**src/rtl/adc_spi_pkg.sv**
```systemverilog
// Shared constants, state type and frame-building helper for the ADC SPI responder.
package adc_spi_pkg;

  localparam int FRAME_BITS  = 16;
  localparam int LEAD_ZEROS  = 3;
  localparam int DATA_BITS   = 8;
  localparam int TRAIL_ZEROS = 5;
  localparam int CNT_W       = 5;

  typedef enum logic [1:0] {
    IDLE,
    ACTIVE,
    DONE
  } state_t;

  // Place the sample between the leading and trailing zero padding of a frame.
  function automatic logic [FRAME_BITS-1:0] build_tx_word(input logic [DATA_BITS-1:0] sample);
    return {{LEAD_ZEROS{1'b0}}, sample, {TRAIL_ZEROS{1'b0}}};
  endfunction

endpackage

```
**src/rtl/spi_pin_sync.sv**
```systemverilog
// Multi-flop synchronizer for one SPI pin with an optional rise/fall detector.
// Edges are suppressed until the chain holds genuine pin samples, so a pin that
// already sits away from its reset value after reset does not look like an edge.
module spi_pin_sync #(
  parameter int   STAGES    = 2,
  parameter logic RESET_VAL = 1'b1,
  parameter bit   EDGE_EN   = 1'b1
) (
  input  logic i_Clk,
  input  logic i_Rst_L,
  input  logic i_Pin,
  output logic o_Level,
  output logic o_Rise,
  output logic o_Fall
);

  logic [STAGES-1:0] sync_q;

  // Shift the raw pin through the synchronizer chain.
  always_ff @(posedge i_Clk or negedge i_Rst_L) begin
    if (!i_Rst_L) begin
      sync_q <= {STAGES{RESET_VAL}};
    end else begin
      sync_q <= {sync_q[STAGES-2:0], i_Pin};
    end
  end

  assign o_Level = sync_q[STAGES-1];

  generate
    if (EDGE_EN) begin : g_edge
      logic            prev_q;
      logic [STAGES:0] fill_q;
      logic            edges_ok;

      // Remember the previous synced level and track when the chain has filled.
      always_ff @(posedge i_Clk or negedge i_Rst_L) begin
        if (!i_Rst_L) begin
          prev_q <= RESET_VAL;
          fill_q <= '0;
        end else begin
          prev_q <= o_Level;
          fill_q <= {fill_q[STAGES-1:0], 1'b1};
        end
      end

      assign edges_ok = fill_q[STAGES];
      assign o_Rise   = edges_ok &  o_Level & ~prev_q;
      assign o_Fall   = edges_ok & ~o_Level &  prev_q;
    end else begin : g_no_edge
      assign o_Rise = 1'b0;
      assign o_Fall = 1'b0;
    end
  endgenerate

endmodule

```
**src/rtl/adc_spi_responder.sv**
```systemverilog
// SPI Mode 3 responder emulating an 8-bit ambient-light ADC. Serves
// {3'b000, sample, 5'b00000} MSB-first per chip-select and captures the
// 16 MOSI bits of each complete frame. All logic runs on i_Clk by
// oversampling the SPI pins.
module adc_spi_responder
  import adc_spi_pkg::*;
#(
  parameter int SYNC_STAGES = 2
) (
  input  logic                  i_Clk,
  input  logic                  i_Rst_L,
  input  logic [DATA_BITS-1:0]  i_Sample,
  input  logic                  i_Sample_DV,
  input  logic                  i_SPI_Clk,
  input  logic                  i_SPI_CS_n,
  input  logic                  i_SPI_MOSI,
  output logic                  o_SPI_MISO,
  output logic                  o_SPI_MISO_En,
  output logic [FRAME_BITS-1:0] o_RX_Word,
  output logic                  o_RX_DV,
  output logic                  o_Frame_Err,
  output logic                  o_Busy
);

  logic sclk_level, sclk_rise, sclk_fall;
  logic cs_level, cs_rise, cs_fall;
  logic mosi_level, mosi_rise, mosi_fall;

  state_t                 state;
  logic [FRAME_BITS-1:0]  tx_shift;
  logic [FRAME_BITS-1:0]  rx_shift;
  logic [CNT_W-1:0]       bit_cnt;
  logic [DATA_BITS-1:0]   sample_hold;

  logic unused_sigs;

  spi_pin_sync #(
    .STAGES    (SYNC_STAGES),
    .RESET_VAL (1'b1),
    .EDGE_EN   (1'b1)
  ) u_sclk_sync (
    .i_Clk   (i_Clk),
    .i_Rst_L (i_Rst_L),
    .i_Pin   (i_SPI_Clk),
    .o_Level (sclk_level),
    .o_Rise  (sclk_rise),
    .o_Fall  (sclk_fall)
  );

  spi_pin_sync #(
    .STAGES    (SYNC_STAGES),
    .RESET_VAL (1'b1),
    .EDGE_EN   (1'b1)
  ) u_cs_sync (
    .i_Clk   (i_Clk),
    .i_Rst_L (i_Rst_L),
    .i_Pin   (i_SPI_CS_n),
    .o_Level (cs_level),
    .o_Rise  (cs_rise),
    .o_Fall  (cs_fall)
  );

  spi_pin_sync #(
    .STAGES    (SYNC_STAGES),
    .RESET_VAL (1'b0),
    .EDGE_EN   (1'b0)
  ) u_mosi_sync (
    .i_Clk   (i_Clk),
    .i_Rst_L (i_Rst_L),
    .i_Pin   (i_SPI_MOSI),
    .o_Level (mosi_level),
    .o_Rise  (mosi_rise),
    .o_Fall  (mosi_fall)
  );

  assign unused_sigs = ^{sclk_level, mosi_rise, mosi_fall};

  // Hold the most recently strobed sample until the next frame picks it up.
  always_ff @(posedge i_Clk or negedge i_Rst_L) begin
    if (!i_Rst_L) begin
      sample_hold <= '0;
    end else if (i_Sample_DV) begin
      sample_hold <= i_Sample;
    end
  end

  // Enable the MISO pad whenever the synchronized chip select is low.
  always_ff @(posedge i_Clk or negedge i_Rst_L) begin
    if (!i_Rst_L) begin
      o_SPI_MISO_En <= 1'b0;
    end else begin
      o_SPI_MISO_En <= ~cs_level;
    end
  end

  // Frame state machine: shifts data out on SCLK falls, captures on rises.
  always_ff @(posedge i_Clk or negedge i_Rst_L) begin
    if (!i_Rst_L) begin
      state       <= IDLE;
      tx_shift    <= '0;
      rx_shift    <= '0;
      bit_cnt     <= '0;
      o_SPI_MISO  <= 1'b0;
      o_RX_Word   <= '0;
      o_RX_DV     <= 1'b0;
      o_Frame_Err <= 1'b0;
      o_Busy      <= 1'b0;
    end else begin
      o_RX_DV     <= 1'b0;
      o_Frame_Err <= 1'b0;
      case (state)
        IDLE: begin
          o_SPI_MISO <= 1'b0;
          if (cs_fall) begin
            tx_shift <= build_tx_word(sample_hold);
            rx_shift <= '0;
            bit_cnt  <= '0;
            o_Busy   <= 1'b1;
            state    <= ACTIVE;
          end
        end

        ACTIVE: begin
          if (cs_rise) begin
            o_Frame_Err <= 1'b1;
            rx_shift    <= '0;
            o_SPI_MISO  <= 1'b0;
            o_Busy      <= 1'b0;
            state       <= IDLE;
          end else if (sclk_fall) begin
            o_SPI_MISO <= tx_shift[FRAME_BITS-1];
            tx_shift   <= {tx_shift[FRAME_BITS-2:0], 1'b0};
          end else if (sclk_rise) begin
            rx_shift <= {rx_shift[FRAME_BITS-2:0], mosi_level};
            bit_cnt  <= bit_cnt + CNT_W'(1);
            if (bit_cnt == CNT_W'(FRAME_BITS - 1)) begin
              o_RX_Word  <= {rx_shift[FRAME_BITS-2:0], mosi_level};
              o_RX_DV    <= 1'b1;
              o_SPI_MISO <= 1'b0;
              state      <= DONE;
            end
          end
        end

        DONE: begin
          o_SPI_MISO <= 1'b0;
          if (cs_rise) begin
            o_Busy <= 1'b0;
            state  <= IDLE;
          end
        end

        default: begin
          o_SPI_MISO <= 1'b0;
          o_Busy     <= 1'b0;
          state      <= IDLE;
        end
      endcase
    end
  end

endmodule
```
**config.mk**
```make
export PLATFORM = sky130hd
export DESIGN_NAME = adc_spi_responder
export DESIGN_NICKNAME = d
export VERILOG_FILES = /design/src/rtl/adc_spi_pkg.sv /design/src/rtl/spi_pin_sync.sv /design/src/rtl/adc_spi_responder.sv
export SDC_FILE = /design/constraint.sdc
export NUM_CORES = 1
export LEC_CHECK = 0
export ABC_AREA = 1
export CAP_MARGIN = 20
export CORE_AREA = 2 2 92 94
export DETAILED_ROUTE_END_ITERATION = 7
export DIE_AREA = 0 0 94 96
export GPL_ROUTABILITY_DRIVEN = 1
export PLACE_DENSITY = 0.58
export SETUP_SLACK_MARGIN = 0.5
export SKIP_CTS_REPAIR_TIMING = 1
export SLEW_MARGIN = 20
export SYNTH_ARGS = -nofsm -noshare
export SYNTH_HDL_FRONTEND = slang
export SYNTH_HIERARCHICAL = 1
export SYNTH_SLANG_ARGS = --single-unit
```
**constraint.sdc**
```tcl
create_clock -name i_Clk -period 1.9 [get_ports i_Clk]
set_input_delay 0.475 -clock i_Clk [delete_from_list [all_inputs] [get_ports i_Clk]]
set_output_delay 0.475 -clock i_Clk [all_outputs]
set_load 0.02 [all_outputs]
```
# After elaboration in Yosys (flattened, before gate mapping)
# Cells that the tools add are included.
# Widths: inputs -> output; s select.
[classes]
n_addsub = 1
eq_ne = 15
n_mux = 36
bitwise_logic = 14
n_reduce_logical = 10
[ops]
columns = ["cell", "count"]
rows = [
  ["$mux 15", 4],
  ["$mux 16", 3],
  ["$pmux 16 s2", 1],
  ["$pmux 15 s2", 1],
  ["$mux 5", 4],
  ["$reduce_and 5->1", 3],
  ["$mux 1", 14],
  ["$mux 2", 6],
  ["$ne 2x2->1 const B", 6],
  ["$pmux 5 s2", 1],
  ["$ne 3x3->1 const B", 3],
  ["$and 1x1->1", 8],
  ["$ne 4x4->1 const B", 2],
  ["$reduce_and 4->1", 2],
  ["$not 1->1", 6],
  ["$pmux 2 s3", 1],
  ["$add 5x1->5 const B", 1],
  ["$eq 5x4->1 const B", 1],
  ["$reduce_and 2->1", 2],
  ["$eq 2x1->1 const B", 1],
  ["$eq 2x2->1 const B", 1],
  ["$logic_not 2->1", 1],
  ["$ne 2x1->1 const B", 1],
  ["$pmux 1 s2", 1],
  ["other kinds (2)", 2],
]
[word_totals]
reg_bits = 81
output_inout_bits = 21
elab_cells = 94

# Depth between registers and ports, before layout
[depth]
word_depth = 6
ltp_mapped = 10
ltp_nobuf = 9

# By module
# Netlist, hierarchy kept.
[by_module_without_submodules]
columns = ["module", "n_inst", "cells_per_inst", "area_per_inst_um2"]
rows = [
  ["adc_spi_responder", 1, 320, 2698.8],
  ["spi_pin_sync at u_cs_sync ...", 2, 11, 172.7],
  ["spi_pin_sync at u_mosi_sync", 1, 5, 68.8],
]

# Worst setup path before layout
# No wires, ideal clock.
[synth_timing]
path_kind = "register to register"
startpoint = "reg u_cs_sync.sync_q[1]"
endpoint = "reg rx_shift[10]"
setup_ns = 0.126
arrival_ns = 1.522
slack_ns = 0.252
stages_incl_launch_ff = 9
path_buffers = 1
path_cell_list = "dfstp_2 -> nand2_1 -> nor2_1 -> inv_1 -> nand3_2 -> nand2_1 -> buf_2 -> nand2_1 -> o21ai_0"
[synth_rtl]
columns = ["element", "line", "text"]
rows = [
  ["from (decl)", "spi_pin_sync.sv:17", "logic [STAGES-1:0] sync_q;"],
  ["from (signal assigned)", "spi_pin_sync.sv:22", "sync_q <= {STAGES{RESET_VAL}};"],
  ["from (signal assigned)", "spi_pin_sync.sv:24", "sync_q <= {sync_q[STAGES-2:0], i_Pin};"],
  ["$and 1x1->1 * (2 in series)", "spi_pin_sync.sv:48", "assign o_Rise = edges_ok & o_Level & ~prev_q;"],
  ["net cs_rise", "adc_spi_responder.sv:26", "logic cs_level, cs_rise, cs_fall;"],
  ["$ne 3x3->1 (no source line) or $mux 15 (tied branches)", "n/a", ""],
  ["$reduce_and 4->1 (no source line) or $pmux 15 s2 (tied branches)", "n/a", ""],
  ["to (signal assigned)", "adc_spi_responder.sv:134", "rx_shift <= {rx_shift[FRAME_BITS-2:0], mosi_level};"],
  ["to (decl)", "adc_spi_responder.sv:31", "logic [FRAME_BITS-1:0] rx_shift;"],
]
# The timed path passes the listed nets; every way through them passes the cells marked *.
# A chain may end at the register's enable or synchronous reset.

# Worst setup path after layout
[layout_timing]
startpoint = "reg u_cs_sync.g_edge.prev_q"
endpoint = "reg rx_shift[11]"
[layout_rtl]
columns = ["element", "line", "text"]
rows = [
  ["from (decl)", "spi_pin_sync.sv:32", "logic prev_q;"],
  ["from (signal assigned)", "spi_pin_sync.sv:42", "prev_q <= o_Level;"],
  ["$and 1x1->1", "spi_pin_sync.sv:49", "assign o_Fall = edges_ok & ~o_Level & prev_q;"],
  ["net cs_fall", "adc_spi_responder.sv:26", ""],
  ["$ne 2x2->1 (no source line)", "n/a", ""],
  ["$reduce_and 4->1 (no source line)", "n/a", ""],
]
# The timed path passes the listed nets, and every way through them passes these cells.

==> summary.md <==
| Metric | Value |
|---|---|
| Run status | completed |
| Ratio of routed vias to standard cells | 4.65 |
| Number of setup violations in the final report | 0 |
| Fraction of power consumed by sequential logic | 0.339 |
| Clk slew on worst S/H paths | 0.10 ns |
| Length of the first detailed-routing pass in iterations | 5 |
| Worst stage delay on the critical path | 0.53 ns |
| Initial DRC count | 92 |
| Max-slew violation count | 0 |
| Number of buffers created by CTS | 9 |
| Vias in the first global route | between 2000 and 2500 |
| Sum of negative setup slack | 0 ns |
| Startpoint type of the worst setup path | register |
| Drt wl/cell | roughly 13 um |
| Type of element capturing the critical path | register |
| Cells on worst reg2reg path | 10 |
| Critical path peak fanout | 8 |
| DIE WIDTH | 94 um |
| Total number of placement rows | 33 |
| Arr. time, crit path | 1.79 ns |
| Wire length reported by the detailed router | 6710 um |
| Critical path type | reg -> reg |
| Number of antenna violations at the first check in global routing | 0 |
| Syn_nets | 363 |
| R2R Path End | rx_shift[11] |
| Critical path data required time | 2.13 ns |
| Worst r2r src | u_cs_sync/g_edge.prev_q |
| CTS tree | yes |
| Ratio of cells with drive above 1 in the final layout | 0.325 |
| Final instance area | 4340 sq um |
| Cell chosen for the clock root | sky130_fd_sc_hd__clkbuf_8 |
| DRC Markers | 0 |
| Fmax | 641 MHz |
| Die span in y | roughly 96 um |
| Worst hold margin | roughly 0.035 ns |
| Critical Path Slowest Stage Cell | sky130_fd_sc_hd__dfstp_2 |
| Final HPWL from detailed placement | 3960 um |
| Overall via count from detail_route | around 2400 |
| First-pass GRT wire length | between 10000 and 15000 um |
| Count of endpoints failing hold in the final timing report | 0 |
| Number of max-cap violations | 0 |
| Power share of the combinational group | 0.391 |
| Period minus WS final | 1.56 ns |
| Switching Power | 2.00 mW |
| Min-delay worst type | in -> async |
| Grt total ovfl | 0 |
| Number of input and output port buffers inserted | 34 |
| Total leakage power | 2.21 nW |
| Ratio of final minimum period to clock period | 0.821 |
| Cell count after synthesis | between 300 and 400 |
| Core Box Area | 8050 sq um |
| Clock Latency Late Sink | around 0.35 ns |
| Die area | roughly 9000 sq um |
| Cell-internal power | 3.63 mW |
| Total Routing Usage GR | 0.145 |
| Unrepaired setup endpoints after global routing | true |
| Maximum ir drop on the vdd rail | 698 uV |
| Synthesized cell area | 3090 sq um |
| Area Growth Syn to Fin | 40.3% |
| Cell breakdown of the critical path | nand2_1, nor2_2, inv_2, nand2_4, inv_2, nor2_4, nand2_4, clkbuf_16, nand2_1, o21ai_0 |
| Maximum level of the CTS H-tree | 3 |
| Placed cell areas | approximately 3600 sq um |
| # diodes | 0 |
| Number of warnings reported in the yosys synthesis log | 6 |
| Placer Congestion | 0.850 |
| Register-to-Register Setup Slack | 0.34 ns |
| Clk buf depth | 2 |
| Effective utilization at floorplan | 0.384 |
| Post-synthesis average cell area | 8.99 sq um |
| Clock Sinks | 76 |
| Net Sw Frac | 0.356 |
| Clk_skew | roughly 0.016 ns |
| Clock network fraction of total power | 0.270 |
| Final net count | roughly 440 |
| Remaining antenna violation count | 0 |
| Start point of the critical path | u_cs_sync/g_edge.prev_q |
| Pin count of the biggest net entering global routing | 31 |
| PD cells | 1300 nW/um^2 |
| Ports placed on the boundary | 35 |
[through the flow]
step                total power [mW]  setup WS (ns)  utilization  cells
finish                          5.63          0.339        0.539    526
global route                    5.92          0.248        0.539    526
CTS                             4.71         0.0764        0.482    497
detailed placement              3.20          0.230        0.451    481
global placement                3.17          0.232        0.451    481
floorplan                       2.87          0.465            -    344
[power by group through the flow]
stage	sequential, mW	combinational (mW)	clock (mW)
floorplan	1.91	0.963	0
global placement	1.92	1.25	0
detailed placement	1.92	1.27	0
CTS	1.90	1.27	1.54
global route	1.92	2.38	1.62
finish	1.91	2.20	1.52
[per-layer routing]
layer,vias to the layer above,global-route usage,part of all wire,wire length [um]
met2,43,0.246,0.51,3410
met1,1179,0.184,0.44,2970
met4,0,0.0580,0.014,91
met3,7,0.0266,0.034,229
met5,-,0,0,0
li1,1216,-,-,-
[sequential cells by signal, summed over array words and instances (netlist names), 3 cells and up]
signal	count
bit_cnt	5
o_RX_Word	16
rx_shift	15
sample_hold	8
tx_shift	11
u_cs_sync/g_edge.fill_q	3
u_sclk_sync/g_edge.fill_q	3
[layout by cell type, fill, tap and decap left out, drive strengths merged, types with 5 or more instances in the layout]
master         count
buf               43
ha                 5
clkbuf            20
o21ai             30
nor2              19
dfrtp             70
clkdlybuf4s50     12
dfstp              6
nand3             16
inv               27
nand2            158
[cell type report]
class                           count  area [sq um]
Inverter                           23           101
Clock buffer                        9           124
Tap cell                          105           131
Timing Repair Buffer               68           667
Fill cell                         740          3710
Timing Repair inverter              2          16.3
Multi-Input combinational cell    236          1270
Clock inverter                      7           121
Sequential cell                    76          1910
[worst max-delay path, delay by kind of cell (launching register included)]
family	cells	cell delay (ns)
and+or+nand+nor	6	0.54
AOI/OAI and AO/OA	1	0.08
buffers and inverters	3	0.28
DFF	1	0.53
[worst max path at each step]
| stage | end | cells after the start |
|---|---|---|
| 2_1_floorplan | rx_shift[10] | 10 |
| 3_3_place_gp | bit_cnt[1] | 7 |
| 3_5_place_dp | bit_cnt[1] | 7 |
| 4_1_cts | o_RX_Word[6] | 1 |
| 5_1_grt | state[1] | 9 |
| 6_report | rx_shift[11] | 10 |
Note: power is estimated with default switching activity, not from simulation.
